File: config.mk
export PLATFORM = sky130hd
export DESIGN_NAME = vector_engine
export DESIGN_NICKNAME = d
export VERILOG_FILES = /design/src/rtl/vector_engine_pkg.sv /design/src/rtl/vector_regfile.sv /design/src/rtl/vector_engine.sv
export SDC_FILE = /design/constraint.sdc
export NUM_CORES = 1
export LEC_CHECK = 0
export ABC_AREA = 1
export CAP_MARGIN = 25
export CELL_PAD_IN_SITES_DETAIL_PLACEMENT = 0
export CELL_PAD_IN_SITES_GLOBAL_PLACEMENT = 2
export CORE_ASPECT_RATIO = 1.1
export CORE_MARGIN = 2
export CORE_UTILIZATION = 38
export CTS_CLUSTER_SIZE = 30
export DETAILED_ROUTE_END_ITERATION = 8
export HOLD_SLACK_MARGIN = 0.15
export PLACE_DENSITY = 0.9
export SYNTH_ARGS = -nofsm -noshare
export SYNTH_HDL_FRONTEND = slang
export SYNTH_SLANG_ARGS = --single-unit
File: constraint.sdc
create_clock -name clock -period 9.17 [get_ports clock]
set_clock_uncertainty 0.2 [all_clocks]
set_input_delay 1.3755 -clock clock [delete_from_list [all_inputs] [get_ports clock]]
set_output_delay 1.3755 -clock clock [all_outputs]
set_load 0.005 [all_outputs]
File: src/rtl/vector_engine_pkg.sv
// Shared definitions for the vector engine: op codes, FSM states and the lane-slice helper.
package vector_engine_pkg;

   typedef enum logic [1:0] {
      OP_VLOAD  = 2'b00,
      OP_VSTORE = 2'b01,
      OP_VADD   = 2'b10,
      OP_VADDS  = 2'b11
   } op_e;

   typedef enum logic [2:0] {
      ST_IDLE  = 3'd0,
      ST_LOAD  = 3'd1,
      ST_LWAIT = 3'd2,
      ST_STORE = 3'd3,
      ST_ADD   = 3'd4,
      ST_WB    = 3'd5,
      ST_DONE  = 3'd6
   } state_e;

   // Lane 0 is the most significant lane of a packed vector.
   function automatic int lane_lsb(input int lanes, input int dw, input int lane);
      return (lanes - 1 - lane) * dw;
   endfunction

endpackage

File: src/rtl/vector_regfile.sv
// Vector register file: NVREG packed vectors, one write port, two read ports plus a debug read.
module vector_regfile
   import vector_engine_pkg::*;
#(
   parameter int LANES = 4,
   parameter int DW    = 8,
   parameter int NVREG = 4,
   parameter int VRW   = 2
)(
   input  logic                  clock,
   input  logic                  reset,
   input  logic                  we,
   input  logic [VRW-1:0]        waddr,
   input  logic [LANES*DW-1:0]   wdata,
   input  logic [VRW-1:0]        ra_addr,
   output logic [LANES*DW-1:0]   ra_data,
   input  logic [VRW-1:0]        rb_addr,
   output logic [LANES*DW-1:0]   rb_data,
   input  logic [VRW-1:0]        dbg_sel,
   output logic [LANES*DW-1:0]   dbg_data
);

   logic [LANES*DW-1:0] vrf_r [NVREG];

   // Storage update: asynchronous clear, single write port
   always_ff @(posedge clock or negedge reset) begin
      if (!reset) begin
         for (int i = 0; i < NVREG; i++) begin
            vrf_r[i] <= '0;
         end
      end else if (we) begin
         vrf_r[waddr] <= wdata;
      end
   end

   assign ra_data  = vrf_r[ra_addr];
   assign rb_data  = vrf_r[rb_addr];
   assign dbg_data = vrf_r[dbg_sel];

endmodule

File: src/rtl/vector_engine.sv
// Vector engine top: VLOAD/VSTORE over a synchronous memory port and lane-wise VADD.
// Define VECTOR_ENGINE_SAT_EN to enable op 11 (VADDS, saturating add); otherwise op 11 reports err.
module vector_engine
   import vector_engine_pkg::*;
#(
   parameter int LANES = 4,
   parameter int DW    = 8,
   parameter int AW    = 8,
   parameter int NVREG = 4,
   localparam int VRW  = (NVREG > 1) ? $clog2(NVREG) : 1
)(
   input  logic                  clock,
   input  logic                  reset,
   input  logic                  start,
   input  logic [1:0]            op,
   input  logic [VRW-1:0]        vd,
   input  logic [VRW-1:0]        vs,
   input  logic [AW-1:0]         base,
   output logic                  busy,
   output logic                  done,
   output logic                  err,
   output logic [AW-1:0]         mem_addr,
   output logic [DW-1:0]         mem_wdata,
   output logic                  mem_re,
   output logic                  mem_we,
   input  logic [DW-1:0]         mem_rdata,
   output logic                  zflag,
   output logic [LANES-1:0]      lane_ovf,
   input  logic [VRW-1:0]        dbg_sel,
   output logic [LANES*DW-1:0]   dbg_data
);

   localparam int VW = LANES * DW;
   localparam int IW = (LANES > 1) ? $clog2(LANES) : 1;
   localparam logic [IW-1:0] LAST_IDX = IW'(LANES - 1);
   localparam logic [IW-1:0] IDX_ZERO = '0;
`ifdef VECTOR_ENGINE_SAT_EN
   localparam bit SAT_EN = 1'b1;
`else
   localparam bit SAT_EN = 1'b0;
`endif

   state_e              state_r;
   op_e                 op_r;
   logic [VRW-1:0]      vd_r;
   logic [VRW-1:0]      vs_r;
   logic [AW-1:0]       base_r;
   logic [IW-1:0]       idx_r;
   logic [DW-1:0]       temp_r [LANES];
   logic [VW-1:0]       opa_r;
   logic [VW-1:0]       opb_r;

   logic [IW-1:0]       idx_next_s;
   logic [VRW-1:0]      rd_a_addr_s;
   logic [VW-1:0]       rd_a_data_s;
   logic [VW-1:0]       rd_b_data_s;
   logic [DW-1:0]       rd_a_lane_s [LANES];
   logic [VW-1:0]       temp_vec_s;
   logic [VW-1:0]       sum_vec_s;
   logic [VW-1:0]       wb_data_s;
   logic [LANES-1:0]    carry_s;
   logic                sat_sel_s;
   logic                wb_we_s;

   assign idx_next_s = idx_r + IW'(1'b1);
   assign sat_sel_s  = SAT_EN && (op_r == OP_VADDS);
   assign wb_we_s    = (state_r == ST_WB);

   // Lane packing/unpacking and the per-lane adders; lane i's carry lands at the same
   // relative position as its data (lane 0 in the MSB).
   for (genvar i = 0; i < LANES; i++) begin : g_lane
      localparam int LSB = lane_lsb(LANES, DW, i);
      logic [DW:0] lane_sum_s;
      assign temp_vec_s[LSB +: DW] = temp_r[i];
      assign rd_a_lane_s[i]        = rd_a_data_s[LSB +: DW];
      assign lane_sum_s            = {1'b0, opa_r[LSB +: DW]} + {1'b0, opb_r[LSB +: DW]};
      assign carry_s[LANES-1-i]    = lane_sum_s[DW];
      assign sum_vec_s[LSB +: DW]  = (sat_sel_s && lane_sum_s[DW]) ? {DW{1'b1}} : lane_sum_s[DW-1:0];
   end

   // Read-port A follows the live vd input in IDLE so the first store lane is ready on accept
   always_comb begin
      rd_a_addr_s = vd_r;
      wb_data_s   = sum_vec_s;
      if (state_r == ST_IDLE) begin
         rd_a_addr_s = vd;
      end else begin
         rd_a_addr_s = vd_r;
      end
      if (op_r == OP_VLOAD) begin
         wb_data_s = temp_vec_s;
      end else begin
         wb_data_s = sum_vec_s;
      end
   end

   vector_regfile #(
      .LANES (LANES),
      .DW    (DW),
      .NVREG (NVREG),
      .VRW   (VRW)
   ) u_regfile (
      .clock    (clock),
      .reset    (reset),
      .we       (wb_we_s),
      .waddr    (vd_r),
      .wdata    (wb_data_s),
      .ra_addr  (rd_a_addr_s),
      .ra_data  (rd_a_data_s),
      .rb_addr  (vs_r),
      .rb_data  (rd_b_data_s),
      .dbg_sel  (dbg_sel),
      .dbg_data (dbg_data)
   );

   // Control FSM with registered status and memory-port outputs
   always_ff @(posedge clock or negedge reset) begin
      if (!reset) begin
         state_r   <= ST_IDLE;
         op_r      <= OP_VLOAD;
         vd_r      <= '0;
         vs_r      <= '0;
         base_r    <= '0;
         idx_r     <= '0;
         opa_r     <= '0;
         opb_r     <= '0;
         for (int i = 0; i < LANES; i++) begin
            temp_r[i] <= '0;
         end
         busy      <= 1'b0;
         done      <= 1'b0;
         err       <= 1'b0;
         mem_addr  <= '0;
         mem_wdata <= '0;
         mem_re    <= 1'b0;
         mem_we    <= 1'b0;
         zflag     <= 1'b0;
         lane_ovf  <= '0;
      end else begin
         done <= 1'b0;
         err  <= 1'b0;
         case (state_r)
            ST_IDLE: begin
               if (start) begin
                  op_r   <= op_e'(op);
                  vd_r   <= vd;
                  vs_r   <= vs;
                  base_r <= base;
                  idx_r  <= '0;
                  busy   <= 1'b1;
                  case (op)
                     OP_VLOAD: begin
                        state_r  <= ST_LOAD;
                        mem_re   <= 1'b1;
                        mem_addr <= base;
                     end
                     OP_VSTORE: begin
                        state_r   <= ST_STORE;
                        mem_we    <= 1'b1;
                        mem_addr  <= base;
                        mem_wdata <= rd_a_lane_s[IDX_ZERO];
                     end
                     OP_VADD: begin
                        state_r <= ST_ADD;
                     end
                     default: begin
                        state_r <= SAT_EN ? ST_ADD : ST_DONE;
                     end
                  endcase
               end
            end
            ST_LOAD: begin
               // Read data trails the address by one cycle, so lane idx-1 arrives now
               if (idx_r != IDX_ZERO) begin
                  temp_r[idx_r - IW'(1'b1)] <= mem_rdata;
               end
               if (idx_r == LAST_IDX) begin
                  state_r  <= ST_LWAIT;
                  mem_re   <= 1'b0;
                  mem_addr <= '0;
               end else begin
                  idx_r    <= idx_next_s;
                  mem_addr <= base_r + AW'(idx_next_s);
               end
            end
            ST_LWAIT: begin
               temp_r[LAST_IDX] <= mem_rdata;
               state_r          <= ST_WB;
            end
            ST_STORE: begin
               if (idx_r == LAST_IDX) begin
                  state_r   <= ST_DONE;
                  mem_we    <= 1'b0;
                  mem_addr  <= '0;
                  mem_wdata <= '0;
               end else begin
                  idx_r     <= idx_next_s;
                  mem_addr  <= base_r + AW'(idx_next_s);
                  mem_wdata <= rd_a_lane_s[idx_next_s];
               end
            end
            ST_ADD: begin
               opa_r   <= rd_a_data_s;
               opb_r   <= rd_b_data_s;
               state_r <= ST_WB;
            end
            ST_WB: begin
               zflag <= (wb_data_s == '0);
               if (op_r != OP_VLOAD) begin
                  lane_ovf <= carry_s;
               end
               state_r <= ST_DONE;
            end
            ST_DONE: begin
               done    <= 1'b1;
               err     <= (op_r == OP_VADDS) && !SAT_EN;
               busy    <= 1'b0;
               state_r <= ST_IDLE;
            end
            default: begin
               state_r <= ST_IDLE;
               busy    <= 1'b0;
               mem_re  <= 1'b0;
               mem_we  <= 1'b0;
            end
         endcase
      end
   end

endmodule

==> summary.md, run 1 <==
| Metric | Value |
|---|---|
| Global-route wire length before repair | `85900 um` |
| CP Capture Type | `output port` |
| Post-synthesis mux area share | `0.0740%` |
| Vias in the first global route | `13800` |
| Share of cells above drive strength 1 | `5.70%` |
| Clk pwr share | `16.5%` |
| Initial DRC count | `1211` |
| Row cnt | `76` |
| Yosys top cell area share | `44.2%` |
| Crit start category | `primary input` |
| Top_reg_cell synth | `dfrtp_1` |
| Fill cell count | `4105` |
| Asr flop ratio synth | `100%` |
| Top Ports | `85` |
| Area contributors post-synth | `dfrtp_1 (44%), nand2_1 (13%), o21ai_0 (8.9%)` |
| CTS Hold Bufs | `0` |
| Area occupied by registers | `6730 um2` |
| Nets | `2155` |
| Sequential Power Share | `29.7%` |
| Vias | `14500` |
| Initial antenna violation count | `1` |
| Period Utilization, post-route | `59.2%` |
| Resized Gates After CTS | `0` |
| Reg clk slew, reported paths | `0.06 ns` |
| Syn-to-layout area delta | `14.7%` |
| Max_slew headroom | `34.1%` |
| Setup_tns | `0 ns` |
| Router iterations before antenna repair | `7` |
| Die footprint | `41700 um2` |
| ANT nets after route | `0` |
| WP data required | `7.59 ns` |
| Fmax | `184 MHz` |
| Maximum vdd drop | `216 uV` |
| Critical path's largest stage delay | `0.56 ns` |
| CTS tree | `done` |
| N_diodes | `0` |
| Detailed-route DRC error count | `0` |
| Synth area leader | `dfrtp_1` |
| Post-synth top cells | `nand2_1 (516), o21ai_0 (270), dfrtp_1 (269)` |
| DR WL/cell | `21.5 um` |
| Final Slew Violations | `0` |
| Post-synth net total | `2130` |
| Routed wire length | `56300 um` |
| Power per cell area | `440 nW/um2` |
| Internal power | `3840 uW` |
| Clock Latency Late Sink | `0.59 ns` |
| Largest net degree at the start of global routing | `155` |
| Post-Synthesis Cells | `2059` |
| Final Hold Fails | `0` |
| Critical path, cell by cell | `buf_2 > buf_4 > inv_2 > buf_4 > o21ai_0 > a21oi_1 > a21oi_1 > clkdlybuf4s50_1` |
| Routability Congestion | `0.862` |
| Complex-gate fraction of the synthesized area | `17.7%` |
| Clock buffer depth | `3` |
| Arr. time, crit path | `3.85 ns` |
| Register bit total from synthesis | `269` |
| Switching Share | `50.0%` |
| Vias per cell | `5.56` |
| Footprint of the multi-input gates | `7390 um2` |
| Post-synthesis adder-cell area fraction | `3.86%` |
| Area share of and/or/nand/nor cells after synthesis | `26.8%` |
| CTS H-Tree Depth | `1` |
| PortBufs | `84` |
| NetSw | `3830 uW` |
| Most frequent cell after synthesis | `nand2_1` |
| Gr usage total | `27.0%` |
| Outcome | `finished clean` |
| Worst-margin pin slew | `0.978 ns` |
| Final setup vio count | `0` |
| DP HPWL | `38000 um` |
| Register area share after synthesis | `44.2%` |
| Crit Path Class | `in2out` |
| Pleak | `0.00821 uW` |
| Post-CTS Setup Inserts | `0` |
| Hold Crit Class | `reg2reg` |
| Worst path top cell family by delay | `buffers and inverters` |
| Initial Util | `38.7%` |
| Post-Syn Area per Cell | `7.39 um2` |
| Post-synth EDFFs | `0` |
| Synth unique cells | `41` |
| Unrepaired setup endpoints after global routing | `false` |
| Root Driver | `clkbuf_16` |
| CP max-delay cell | `clkdlybuf4s50_1` |
| Chip Height | `214 um` |
| Total congestion overflow | `0` |
| Synth Cell Area | `15200 um2` |
| # clock sinks | `269` |
| Synth Area in XOR/XNOR | `0.115%` |
| Main combinational cell family by area after synthesis | `simple AND/OR/NAND/NOR gates` |
| Max-cap violations | `0` |
| Buf/Inv on CP | `5` |
| Core ar. | `39400 um2` |
| R2r setup slk | `5.29 ns` |
| Total power | `7680 uW` |
| Final min period | `5.43 ns` |
| Syn. warnings | `0` |
| Largest fanout on the critical path | `48` |
| Die width | `195 um` |
| TritonCTS Buffers | `30` |
| Combinational power share | `53.8%` |
==> routing by layer <==
metal	track usage (%)	up-vias	share of wire, %
met5	0	-	0
li1	-	6917	-
met2	44.8	542	47
met1	37.0	6981	43
met3	3.61	86	6.9
met4	7.74	0	2.6
==> worst register-to-register path, delay by kind of cell (launching register included) <==
family / cells / cell delay (ns)
compound gates: 1 / 0.16
buf+inv: 3 / 0.99
flops: 1 / 0.43
fa+ha+maj: 2 / 1.41
simple gates: 4 / 0.62
==> sequential cells by signal, indices dropped and copies added (netlist names) <==
register / count
temp_r: 32
done: 1
opb_r: 32
base_r: 8
lane_ovf: 4
idx_r: 2
u_regfile.vrf_r: 128
opa_r: 32
busy: 1
mem_re: 1
mem_wdata: 8
op_r: 2
zflag: 1
mem_we: 1
vd_r: 2
err: 1
vs_r: 2
mem_addr: 8
state_r: 3
==> cell families after synthesis <==
group,count (synthesis)
buffers and inverters,279
muxes,1
adders and majority gates,44
xor gates and xnor gates,2
AOI/OAI and AO/OA,497
DFF,269
and+or+nand+nor,967
==> path summary, 6_finish.rpt <==
path	startpoint	endpoint	cells past startpoint
setup / recovery	dbg_sel[0]	dbg_data[29]	8
min in group asynchronous	reset	u_regfile.vrf_r[48]	1
hold reg to reg	temp_r[4]	temp_r[4]	2
setup reg to reg	idx_r[0]	mem_addr[6]	10
hold / removal	temp_r[4]	temp_r[4]	2
max in group asynchronous	reset	mem_wdata[4]	2
==> power groups by stage <==
stage / sequential [uW] / clock [uW] / combinational [uW]
floorplan: 2070 / 0 / 2730
CTS: 2270 / 1290 / 4090
finish: 2280 / 1270 / 4130
global placement: 2280 / 0 / 4030
global route: 2340 / 1340 / 4610
detailed placement: 2290 / 0 / 4060
==> per-stage QoR <==
stage               setup slack [ns]  cell area, um2  hold WS [ns]  util (%)  cells
floorplan                       5.42           15200         0.246         -   2059
global placement                3.84           16400         0.259      41.6   2557
detailed placement              3.82           16400         0.266      41.6   2557
CTS                             3.79           17400         0.281      44.2   2612
global route                    3.61           17500         0.302      44.3   2614
finish                          3.74           17500         0.282      44.3   2614
==> layout by cell type, fill, tap and decap left out, drive strengths merged <==
cell type	Yosys	routed
nand2	520	520
a31oi	55	55
o211ai	19	19
nor2	189	189
o21a	2	2
clkinvlp	0	3
a32oi	1	1
nand3	216	216
inv	164	162
dfrtp	269	269
ha	39	39
a21oi	107	107
mux2	1	1
or2	19	19
nand4	8	8
a21boi	9	9
buf	37	24
a2bb2oi	4	4
nor4	1	1
xor2	2	2
clkdlybuf4s50	0	82
clkbuf	77	40
nand3b	3	3
clkinv	1	12
bufinv	0	4
a21o	2	2
nor3	11	11
fa	5	5
o22ai	18	18
o21ai	280	280
==> final cells by class <==
class	count	area share (%)
clock buffers	39	4.79
clock inverters	16	1.07
inverters	165	3.55
multi-input cells	1511	42.3
flip-flops and latches	269	38.6
well taps	507	3.63
repair buffers	107	6.05
(Power assumes the default switching activity.)
==> run 2, diff against run 1 <==
--- a/config.mk
+++ b/config.mk
@@ -11,11 +11,11 @@
 export CELL_PAD_IN_SITES_GLOBAL_PLACEMENT = 2
 export CORE_ASPECT_RATIO = 1.1
 export CORE_MARGIN = 2
-export CORE_UTILIZATION = 38
+export CORE_UTILIZATION = 32
 export CTS_CLUSTER_SIZE = 30
 export DETAILED_ROUTE_END_ITERATION = 8
 export HOLD_SLACK_MARGIN = 0.15
-export PLACE_DENSITY = 0.9
+export PLACE_DENSITY = 0.82
 export SYNTH_ARGS = -nofsm -noshare
 export SYNTH_HDL_FRONTEND = slang
 export SYNTH_SLANG_ARGS = --single-unit
==> constraint.sdc (replaced) <==
create_clock -name clock -period 4.5 [get_ports clock]
set_clock_uncertainty 0.2 [all_clocks]
set_input_delay 0.675 -clock clock [delete_from_list [all_inputs] [get_ports clock]]
set_output_delay 0.675 -clock clock [all_outputs]
set_load 0.005 [all_outputs]
==> summary.md, run 2 (synthesized netlist as in run 1, its figures left out) <==
| Metric | Value |
|---|---|
| Reg-to-reg critical path startpoint | `idx_r[0]` |
| Core ar. | `46800 um2 (+19%)` |
| Most frequent cells in the layout | `nand2_1 (516), o21ai_0 (270), dfrtp_1 (267)` |
| Initial Util | `32.5% (-6.2 points)` |
| Final setup vio count | `0 (unchanged)` |
| Biggest register | `u_regfile.vrf_r` |
| Fmax | `274 MHz` |
| Reg clk slew, reported paths | `0.06 ns (about the same)` |
| Commonest non-fill, non-tap cell in the layout | `nand2_1` |
| Initial DRC count | `1346 (+11%)` |
| Top Ports | `85 (unchanged)` |
| Worst-margin pin slew | `1.02 ns (+0.0471 ns)` |
| R2r setup slk | `1.21 ns (-4.08 ns)` |
| DRT met1 WL | `25800 um (+5.6%)` |
| Unrepaired setup endpoints after global routing | `false` |
| Nets | `2171 (+0.74%)` |
| Root Driver | `clkbuf_16` |
| Top Metal Used | `met4` |
| Final Slew Violations | `0 (unchanged)` |
| Clock buffer depth | `3 (unchanged)` |
| Hold Crit Class | `reg2reg` |
| Max_slew headroom | `31.5% (-2.6 points)` |
| Final min period | `3.64 ns` |
| CP Capture Type | `output port` |
| Die width | `212 um (+8.8%)` |
| PortBufs | `84 (unchanged)` |
| Cell total after placement | `2703 (+5.7%)` |
| Detailed-route DRC error count | `0 (unchanged)` |
| Gr usage total | `23.9% (-3.1 points)` |
| Clock Latency Late Sink | `0.58 ns (about the same)` |
| Crit start category | `primary input` |
| Largest net degree at the start of global routing | `102 (-34%)` |
| WL met3 | `3360 um (-14%)` |
| Final Hold Fails | `0 (unchanged)` |
| Routed wire length | `58700 um (+4.3%)` |
| Resized Gates After CTS | `0 (unchanged)` |
| Share of cells above drive strength 1 | `6.45% (+0.76 points)` |
| Post-Layout Cell Count | `2762 (+5.7%)` |
| Router iterations before antenna repair | `6 (-1)` |
| Hold slack | `0.280 ns (-0.00192 ns)` |
| Arr. time, crit path | `2.77 ns (-1.08 ns)` |
| Routability Congestion | `0.867 (+0.54%)` |
| Met2 wire length | `27600 um (+3.9%)` |
| Outcome | `finished clean` |
| Setup_tns | `0 ns (unchanged)` |
| Fill cell count | `4890 (+19%)` |
| Crit Path Class | `in2out` |
| Power per cell area | `886 nW/um2 (+100%)` |
| CTS H-Tree Depth | `1 (unchanged)` |
| Syn-to-layout area delta | `17.1%` |
| # clock sinks | `269 (unchanged)` |
| DR WL/cell | `21.3 um (-1.2%)` |
| Row cnt | `83 (+9.2%)` |
| Final core utilization | `38.1% (-6.3 points)` |
| Worst Setup SP | `dbg_sel[1]` |
| Beginning of the worst hold path | `temp_r[4]` |
| Max-cap violations | `0 (unchanged)` |
| Total congestion overflow | `0 (unchanged)` |
| Initial antenna violation count | `0 (-1)` |
| WP data required | `3.62 ns (-3.97 ns)` |
| Vias in the first global route | `14000 (+1.2%)` |
| Max reg flops | `128 (unchanged)` |
| Chip Height | `233 um (+8.8%)` |
| Largest fanout on the critical path | `29 (-40%)` |
| TritonCTS Buffers | `31 (+3.3%)` |
| CTS tree | `done` |
| DP HPWL | `39700 um (+4.6%)` |
| Pleak | `0.00833 uW (+1.5%)` |
| Period Utilization, post-route | `81.0%` |
| Global-route wire length before repair | `88400 um (+2.9%)` |
| Vias | `14700 (+0.87%)` |
| ANT nets after route | `0 (unchanged)` |
| Maximum vdd drop | `367 uV (+70%)` |
| Die footprint | `49300 um2 (+18%)` |
| Vias per cell | `5.31 (-4.5%)` |
-- run 2: through the flow --
stage                     worst slack, ns  power, uW  instance area, um2
after floorplan                      1.33       9790               15200
after global routing                0.773      17100               17800
final                               0.855      15800               17800
after CTS                           0.891      15800               17800
after detailed placement            0.901      13000               16700
after global placement              0.923      12900               16700
-- run 2: layer usage --
metal	global-route usage [%]	up-vias
met5	0	-
met4	8.63	0
met3	2.90	101
met2	39.0	495
met1	32.6	7111
li1	-	6946
-- run 2: area by class of cell --
class	instances	area [um2]	share of cell area, %
Antenna cell	2	5.00	0.0281
Clock buffer	43	901	5.05
Clock inverter	13	194	1.09
Inverter	165	619	3.48
Multi-Input combinational cell	1511	7400	41.5
Sequential cell	269	6730	37.8
Tap cell	637	797	4.47
Timing Repair Buffer	122	1170	6.59
-- run 2: critical path, cell delays in order --
cell             delay, ns
clkdlybuf4s50_1       0.43
inv_1                 0.22
buf_4                 0.40
o21ai_0               0.16
o22ai_1               0.30
clkdlybuf4s50_1       0.58
-- run 2: final timing paths --
check / endpoint / depth (start not counted)
worst min register to register: temp_r[4] / 2
worst max register to register: mem_addr[6] / 10
max in group asynchronous: lane_ovf[0] / 3
worst max-delay path: dbg_data[11] / 6
min in group asynchronous: u_regfile.vrf_r[8] / 2
worst min-delay path: temp_r[4] / 2
-- run 2: where the power goes --
| part | switching (uW) | internal, uW |
|---|---|---|
| Clock | 1090 | 1670 |
| Combinational | 5590 | 2790 |
| Sequential | 1090 | 3560 |
| Total | 7770 | 8020 |
-- run 2: timing repair --
item                                    CTS  global route
hold buffers                              1             0
endpoints found under the setup margin    0             0
buffers inserted                          0             0
hold endpoints to repair                 96             0
==> run 3, diff against run 2 <==
--- a/config.mk
+++ b/config.mk
@@ -11,11 +11,11 @@
 export CELL_PAD_IN_SITES_GLOBAL_PLACEMENT = 2
 export CORE_ASPECT_RATIO = 1.1
 export CORE_MARGIN = 2
-export CORE_UTILIZATION = 32
+export CORE_UTILIZATION = 35
 export CTS_CLUSTER_SIZE = 30
 export DETAILED_ROUTE_END_ITERATION = 8
 export HOLD_SLACK_MARGIN = 0.15
-export PLACE_DENSITY = 0.82
+export PLACE_DENSITY = 0.85
 export SYNTH_ARGS = -nofsm -noshare
 export SYNTH_HDL_FRONTEND = slang
 export SYNTH_SLANG_ARGS = --single-unit
==> constraint.sdc (replaced) <==
create_clock -name clock -period 3.7 [get_ports clock]
set_clock_uncertainty 0.2 [all_clocks]
set_input_delay 0.555 -clock clock [delete_from_list [all_inputs] [get_ports clock]]
set_output_delay 0.555 -clock clock [all_outputs]
set_load 0.005 [all_outputs]
==> summary.md, run 3 (synthesized netlist as in run 1, its figures left out) <==
| Metric | Value |
|---|---|
| Die footprint | `45200 um2 (-8.4%)` |
| Clock buffer depth | `3 (unchanged)` |
| Fmax | `326 MHz` |
| # clock sinks | `269 (unchanged)` |
| Hold Crit Class | `reg2reg` |
| Largest net degree at the start of global routing | `112 (+9.8%)` |
| Max-cap violations | `0 (unchanged)` |
| Resized Gates After CTS | `0 (unchanged)` |
| Chip Height | `223 um (-4.3%)` |
| Share of cells above drive strength 1 | `6.62% (+0.16 points)` |
| Vias | `14600 (-0.068%)` |
| DR WL/cell | `21.5 um (+0.94%)` |
| Core ar. | `43100 um2 (-7.9%)` |
| Top Ports | `85 (unchanged)` |
| N_diodes | `0 (-2)` |
| Initial Util | `35.3% (+2.8 points)` |
| Setup_tns | `0 ns (unchanged)` |
| Period Utilization, post-route | `82.9%` |
| Reg clk slew, reported paths | `0.06 ns (about the same)` |
| Vias in the first global route | `14000 (+0.16%)` |
| Crit Path Class | `in2out` |
| Row cnt | `80 (-3.6%)` |
| Router iterations before antenna repair | `6 (unchanged)` |
| Hold slack | `0.283 ns (+0.00341 ns)` |
| Worst Setup SP | `dbg_sel[1]` |
| Root Driver | `clkbuf_16` |
| Worst-margin pin slew | `1.06 ns (+0.0304 ns)` |
| Power per cell area | `1090 nW/um2 (+23%)` |
| CTS tree | `done` |
| Crit path capture | `dbg_data[14]` |
| DP HPWL | `39900 um (+0.37%)` |
| Clock Latency Late Sink | `0.57 ns (about the same)` |
| Most frequent cells in the layout | `nand2_1 (516), o21ai_0 (270), dfrtp_1 (267)` |
| Routability Congestion | `0.844 (-2.7%)` |
| CTS H-Tree Depth | `1 (unchanged)` |
| Worst Reg-to-Reg Cells | `8 (-2)` |
| Final min period | `3.07 ns` |
| Syn-to-layout area delta | `17.1% (about the same)` |
| Detailed-route DRC error count | `0 (unchanged)` |
| Pleak | `0.00836 uW (+0.28%)` |
| Max_slew headroom | `29.6% (-1.9 points)` |
| Nets | `2181 (+0.46%)` |
| WP data required | `2.94 ns (-0.68 ns)` |
| Final Hold Fails | `0 (unchanged)` |
| Final core utilization | `41.3% (+3.2 points)` |
| Initial antenna violation count | `0 (unchanged)` |
| Vias per cell | `5.41 (+2.0%)` |
| Routed wire length | `58100 um (-1.1%)` |
| CP Capture Type | `output port` |
| Final Slew Violations | `0 (unchanged)` |
| Reg-to-reg critical path startpoint | `state_r[1]` |
| Gr usage total | `25.6% (+1.7 points)` |
| Maximum vdd drop | `500 uV (+36%)` |
| DP Worst Slack | `0.633 ns (-0.267 ns)` |
| Outcome | `finished clean` |
| Biggest register | `u_regfile.vrf_r` |
| Largest fanout on the critical path | `49 (+69%)` |
| Commonest non-fill, non-tap cell in the layout | `nand2_1` |
| Initial DRC count | `1350 (+0.30%)` |
| R2r setup slk | `0.82 ns (-0.39 ns)` |
| Unrepaired setup endpoints after global routing | `false` |
| Arr. time, crit path | `2.31 ns (-0.46 ns)` |
| Crit start category | `primary input` |
| Die width | `203 um (-4.3%)` |
| Global-route wire length before repair | `87900 um (-0.49%)` |
| Total congestion overflow | `0 (unchanged)` |
| ANT nets after route | `0 (unchanged)` |
| Max reg flops | `128 (unchanged)` |
| Reg2Reg Capture Point | `u_regfile.vrf_r[51]` |
| Final setup vio count | `0 (unchanged)` |
| Final worst slack | `0.632 ns (-0.223 ns)` |
| TritonCTS Buffers | `31 (unchanged)` |
| PortBufs | `84 (unchanged)` |
## run 3: cell count changes in the layout (fill, tap and decap cells not counted), sizes merged, moves of 2 or more
cell | previous run | this run
buf | 39 | 49
clkinv | 9 | 4
clkbuf | 43 | 47
bufinv | 5 | 3
clkinvlp | 0 | 2
diode | 2 | 0
## run 3: final cells by class
type	count	area, um2
sequential	269	6730
clock inverter	7	115
timing repair buffer	132	1310
multi-input combinational	1511	7390
fill	4433	25300
inverter	165	619
clock buffer	47	926
tap	574	718
## run 3: how the worst min path moves through the flow
| stage | slack, ns | depth (start not counted) | to | from |
|---|---|---|---|---|
| global placement | 0.26 | 2 | temp_r[27] | temp_r[27] |
| global route | 0.30 | 2 | temp_r[21] | temp_r[21] |
| CTS | 0.28 | 2 | temp_r[21] | temp_r[21] |
| detailed placement | 0.27 | 2 | temp_r[21] | temp_r[21] |
| floorplan | 0.06 | 0 | base_r[0] | reset |
| finish | 0.28 | 2 | temp_r[15] | temp_r[15] |
## run 3: routing by layer
| metal | up-vias | global-route usage, % | wire [um] |
|---|---|---|---|
| met4 | 0 | 7.72 | 1700 |
| li1 | 6967 | - | - |
| met1 | 7150 | 34.5 | 25500 |
| met2 | 436 | 43.3 | 27700 |
| met5 | - | 0 | 0 |
| met3 | 90 | 2.79 | 3180 |
## run 3: power breakdown
group | switching, uW | internal, uW | total [uW] | leakage (uW)
logic | 6990 | 3530 | 10500 | 0.00458
registers | 1320 | 4330 | 5650 | 0.00327
clock network | 1280 | 1910 | 3190 | 0.000506
total | 9580 | 9780 | 19400 | 0.00836
## run 3: timing repair
| item | CTS | global route |
|---|---|---|
| buffers inserted | 0 | 0 |
| endpoints found under the hold margin | 49 | 0 |
| hold buffers | 1 | 0 |
## run 3: worst max-delay path, stage by stage
cell and delay, ns:
clkdlybuf4s50_1 0.47, inv_1 0.07, buf_12 0.17, o21ai_0 0.11, a21oi_1 0.06, a21oi_1 0.24
clkdlybuf4s50_1 0.58
## run 3: per-stage QoR
| step | cells | cell area (um2) | power (uW) |
|---|---|---|---|
| 2_1_floorplan | 2059 | 15200 | 11900 |
| 3_3_place_gp | 2649 | 16700 | 16000 |
| 3_5_place_dp | 2649 | 16700 | 16100 |
| 4_1_cts | 2704 | 17800 | 19300 |
| 5_1_grt | 2705 | 17800 | 20900 |
| 6_report | 2705 | 17800 | 19400 |
